<file path="config.mk">
export PLATFORM = sky130hd
export DESIGN_NAME = id_stage_reg
export DESIGN_NICKNAME = d
export VERILOG_FILES = /design/src/rtl/id_stage_reg.sv
export SDC_FILE = /design/constraint.sdc
export NUM_CORES = 1
export LEC_CHECK = 0
export CAP_MARGIN = 20
export CORE_ASPECT_RATIO = 0.75
export CORE_MARGIN = 10
export CORE_UTILIZATION = 43
export CTS_BUF_LIST = sky130_fd_sc_hd__clkbuf_2 sky130_fd_sc_hd__clkbuf_4 sky130_fd_sc_hd__clkbuf_8
export DETAILED_ROUTE_END_ITERATION = 16
export PLACE_DENSITY = 0.86
export SYNTH_ARGS = -nofsm -noshare
export SYNTH_HDL_FRONTEND = slang
export SYNTH_SLANG_ARGS = --single-unit
</file>
<file path="constraint.sdc">
create_clock -name clk -period 1.85 [get_ports clk]
set_clock_uncertainty 0.15 [all_clocks]
set_input_delay 0.185 -clock clk [delete_from_list [all_inputs] [get_ports clk]]
set_output_delay 0.185 -clock clk [all_outputs]
set_load 0.01 [all_outputs]
</file>
<file path="src/rtl/id_stage_reg.sv">
// -----------------------------------------------------------------------------
// id_stage_reg
// Pipeline register between the decode (ID) stage and the execute (EX) stage.
//
// Every output comes straight from a flop, so nothing on an input reaches an
// output combinationally. On each rising edge the register does one of three
// things, in this priority order:
//   clear : flush, or a normal load with valid_in=0. Every output loads 0, so a
//           bubble never asserts a write, memory, branch or status enable.
//   hold  : freeze without flush. Every output keeps its value, valid_out too.
//   load  : every *_out takes its *_in, and valid_out takes valid_in.
// rst (active low, asynchronous) clears every output at once and blocks all
// updates while it is low.
//
// Ports
//   clk, rst                  clock, async active-low reset
//   flush, freeze             squash into a bubble / stall and hold
//   valid_in                  ID stage is presenting a real instruction
//   WB_EN_in .. imm_in        decoded control bits (1 bit each)
//   EXE_CMD_in                ALU command (4 bits)
//   PC_in, Val_Rn_in, Val_Rm_in   PC+4 and register read values (WORD_W bits)
//   Shift_operand_in          shifter operand field (12 bits)
//   Signed_imm_24_in          branch offset field (24 bits)
//   Dest_in, src1_in, src2_in register numbers (4 bits)
//   C_in                      carry flag sampled at decode
//   *_out, valid_out          registered copies of the matching inputs
// -----------------------------------------------------------------------------
module id_stage_reg #(
    parameter int WORD_W = 32
) (
    input  logic              clk,
    input  logic              rst,
    input  logic              flush,
    input  logic              freeze,
    input  logic              valid_in,
    input  logic              WB_EN_in,
    input  logic              MEM_R_EN_in,
    input  logic              MEM_W_EN_in,
    input  logic              B_in,
    input  logic              S_in,
    input  logic              imm_in,
    input  logic [3:0]        EXE_CMD_in,
    input  logic [WORD_W-1:0] PC_in,
    input  logic [WORD_W-1:0] Val_Rn_in,
    input  logic [WORD_W-1:0] Val_Rm_in,
    input  logic [11:0]       Shift_operand_in,
    input  logic [23:0]       Signed_imm_24_in,
    input  logic [3:0]        Dest_in,
    input  logic [3:0]        src1_in,
    input  logic [3:0]        src2_in,
    input  logic              C_in,
    output logic              valid_out,
    output logic              WB_EN_out,
    output logic              MEM_R_EN_out,
    output logic              MEM_W_EN_out,
    output logic              B_out,
    output logic              S_out,
    output logic              imm_out,
    output logic [3:0]        EXE_CMD_out,
    output logic [WORD_W-1:0] PC_out,
    output logic [WORD_W-1:0] Val_Rn_out,
    output logic [WORD_W-1:0] Val_Rm_out,
    output logic [11:0]       Shift_operand_out,
    output logic [23:0]       Signed_imm_24_out,
    output logic [3:0]        Dest_out,
    output logic [3:0]        src1_out,
    output logic [3:0]        src2_out,
    output logic              C_out
);

    // A flush wins over freeze. An invalid instruction only becomes a bubble
    // when the stage is actually loading; under freeze the held contents stay.
    logic clear_now;
    logic load_now;

    assign clear_now = flush | (~freeze & ~valid_in);
    assign load_now  = ~flush & ~freeze & valid_in;

    always_ff @(posedge clk or negedge rst) begin
        if (!rst) begin
            valid_out         <= 1'b0;
            WB_EN_out         <= 1'b0;
            MEM_R_EN_out      <= 1'b0;
            MEM_W_EN_out      <= 1'b0;
            B_out             <= 1'b0;
            S_out             <= 1'b0;
            imm_out           <= 1'b0;
            EXE_CMD_out       <= '0;
            PC_out            <= '0;
            Val_Rn_out        <= '0;
            Val_Rm_out        <= '0;
            Shift_operand_out <= '0;
            Signed_imm_24_out <= '0;
            Dest_out          <= '0;
            src1_out          <= '0;
            src2_out          <= '0;
            C_out             <= 1'b0;
        end else if (clear_now) begin
            valid_out         <= 1'b0;
            WB_EN_out         <= 1'b0;
            MEM_R_EN_out      <= 1'b0;
            MEM_W_EN_out      <= 1'b0;
            B_out             <= 1'b0;
            S_out             <= 1'b0;
            imm_out           <= 1'b0;
            EXE_CMD_out       <= '0;
            PC_out            <= '0;
            Val_Rn_out        <= '0;
            Val_Rm_out        <= '0;
            Shift_operand_out <= '0;
            Signed_imm_24_out <= '0;
            Dest_out          <= '0;
            src1_out          <= '0;
            src2_out          <= '0;
            C_out             <= 1'b0;
        end else if (load_now) begin
            valid_out         <= 1'b1;
            WB_EN_out         <= WB_EN_in;
            MEM_R_EN_out      <= MEM_R_EN_in;
            MEM_W_EN_out      <= MEM_W_EN_in;
            B_out             <= B_in;
            S_out             <= S_in;
            imm_out           <= imm_in;
            EXE_CMD_out       <= EXE_CMD_in;
            PC_out            <= PC_in;
            Val_Rn_out        <= Val_Rn_in;
            Val_Rm_out        <= Val_Rm_in;
            Shift_operand_out <= Shift_operand_in;
            Signed_imm_24_out <= Signed_imm_24_in;
            Dest_out          <= Dest_in;
            src1_out          <= src1_in;
            src2_out          <= src2_in;
            C_out             <= C_in;
        end
        // otherwise freeze: every output holds
    end

endmodule
</file>
==> results.json <==
{
  "outcome": "complete, no violations",
  "syn_area_per_cell_um2": 16.0,
  "grt_start_max_net_pins": 72,
  "crit_path_cell_trace": "clkdlybuf4s50_1",
  "fmax_mhz": 569,
  "setup_violations": 0,
  "final_max_slew_viol_count": 0,
  "start_util_pct": 44.5,
  "routabilityCongestion": 0.810,
  "crit_start": "Signed_imm_24_out[22]$_DFFE_PN0P_",
  "synth_seq_cells": 156,
  "tns_ps": 0,
  "dp_hpwl_um": 15000,
  "drive_gt1_share_pct": 8.18,
  "crit_cells": 1,
  "crit_path_max_fanout": 2,
  "synthCells": 367,
  "die_y_um": 121,
  "hold_slack_ps": 178,
  "wire_per_inst_um": 23.7,
  "fin_crit_sh_pct": 94.9,
  "pin_count": 316,
  "slowest_delay_ps": 600,
  "post-place-ws_ps": 41.5,
  "hold_viol": 0,
  "clock_latency_ps": 440,
  "root_buffer": "clkbuf_8",
  "syn-cell-area_mm2": 0.00588,
  "grt_pass1_vias": 5289,
  "endpoint_kind": "primary output",
  "io_buffer_count": 315,
  "fin_ws_ps": 93.6,
  "viasPerCell": 5.73,
  "peakVddDrop_uv": 552,
  "worstHoldPathType": "primary input to async pin",
  "ys_seq_area_share_pct": 66.4,
  "track_usage_pct": 20.8,
  "cp_data_required_time_ps": 1510,
  "std_cell_rows": 36,
  "cts_tree": "done",
  "timing.rr.start": "Signed_imm_24_out[17]$_DFFE_PN0P_",
  "drcViolationCount": 0,
  "clock_sinks": 156,
  "critPathKind": "flop to primary output",
  "fin_crit_ps": 1760,
  "drtIter0Drc": 301,
  "vias": 4909,
  "relSlewSlack_pct": 67.7,
  "synth_nets": 527,
  "final_nets": 832,
  "cap_violations": 0,
  "cp_top_family": "buffers and inverters",
  "diodes": 0,
  "grt_antenna_before_repair": 0,
  "detail-route-antenna-nets": 0,
  "clk_path_buf_depth": 2,
  "die_x_um": 155,
  "power_density_mw_per_mm2": 784,
  "dieArea_mm2": 0.0188,
  "drt_pre_antenna_iters": 5,
  "yosysUniqueCellTypes": 9,
  "numCtsBuffers": 17,
  "ys_warn_count": 0,
  "core_mm2": 0.0132,
  "cp_num_buf_inv": 1,
  "routed_wl_um": 20300,
  "worst_slew_pin_slew_ps": 484,
  "post_cts_buffers": 0,
  "rsz0062_at_grt": "false",
  "grt_pass1_wl_um": 30600,
  "arrival_ps": 1420,
  "grt-ovfl-total": 0,
  "area_growth_pct": 64.2,
  "clk_pin_slew_worst_paths_ps": 90,
  "crit_path_start_kind": "flop",
  "fill_cells": 834,
  "ff_latch_area_mm2": 0.00390,
  "reg2reg_depth": 1,
  "h-tree-depth": 4,
  "cellLeakagePower_uw": 0.00401,
  "critPathSlowestCell": "clkdlybuf4s50_1",
  "multiInputGateArea_mm2": 0.00159
}
-- cells in the final DEF, fill, tap and decap left out --
master           synthesis  routed
nor2_1                   1       1
buf_12                   0      13
clkbuf_4                 0       1
bufinv_16                0       4
clkinv_4                 0       1
buf_4                    7       7
inv_6                    0       1
dlygate4sd3_1            0       2
dfrtp_1                156     156
buf_6                   18       1
mux2i_1                  1       1
nor2b_4                  0       2
a32o_1                 155     155
clkinv_2                 0       5
clkdlybuf4s50_1          0     314
clkbuf_8                 0      20
inv_4                    0       1
-- timing repair --
item	in CTS	in global routing
resized for setup	0	0
endpoints found under the hold margin	156	0
hold buffers	2	0
-- kinds of logic after synthesis --
logic type,after synthesis,synth area share [%]
buffers and inverters,52,6.62
flip-flops,156,66.4
AND/OR/NAND/NOR,3,0.362
multiplexers,1,0.170
AO/OA/AOI/OAI,155,26.4
-- cells in the mapped netlist --
master,instances,area (µm²)
dfrtp_1,156,3900
a32o_1,155,1550
buf_2,26,130
buf_6,18,203
buf_4,7,52.6
nor2b_2,2,17.5
inv_2,1,3.75
mux2i_1,1,10.0
nor2_1,1,3.75
-- report_power, final --
group / total, µW / switching, µW / internal (µW)
logic: 1150 / 467 / 683
clock network: 2810 / 1220 / 1590
registers: 3610 / 73.0 / 3530
total: 7560 / 1760 / 5810
-- sequential cells by signal, summed over array words and instances, names as in the netlist --
name	flops
EXE_CMD_out	4
src1_out	4
PC_out	32
imm_out	1
B_out	1
MEM_W_EN_out	1
src2_out	4
S_out	1
Val_Rn_out	32
Val_Rm_out	32
Signed_imm_24_out	24
Shift_operand_out	12
WB_EN_out	1
valid_out	1
MEM_R_EN_out	1
C_out	1
Dest_out	4
-- through the flow --
step           total power (µW)  instance area [µm²]  instances  util (%)
3_5_place_dp               4830                 9180        822      69.6
6_report                   7560                 9650        856      73.1
2_1_floorplan              4040                 5880        367         -
3_3_place_gp               4790                 9180        822      69.6
5_1_grt                    7870                 9650        856      73.1
4_1_cts                    7640                 9650        856      73.1
-- path summary, 6_finish.rpt --
| path | endpoint | slack (ps) |
|---|---|---|
| worst min register to register | Val_Rn_out[1]$_DFFE_PN0P_ | 350 |
| worst max-delay path | Signed_imm_24_out[22] | 90 |
| worst max register to register | Signed_imm_24_out[17]$_DFFE_PN0P_ | 960 |
| max in group asynchronous | Val_Rn_out[24]$_DFFE_PN0P_ | 480 |
| min in group clk | Signed_imm_24_out[3]$_DFFE_PN0P_ | 210 |
| worst min-delay path | Val_Rn_out[15]$_DFFE_PN0P_ | 180 |
-- layout make-up --
cell class                      instances  share of cell area (%)
Sequential cell                       156                    40.5
Timing Repair Buffer                  337                    36.1
Multi-Input combinational cell        159                    16.5
Clock buffer                           21                    2.93
Tap cell                              171                    2.22
Clock inverter                         11                    1.69
Inverter                                1                  0.0648
-- per-layer routing --
metal	global-route usage [%]	share of wire, %
met1	22.1	36
met2	36.3	52
met3	8.36	9.5
met4	8.66	2.5
met5	0	0
No activity file was read; power rests on OpenSTA's default activity.
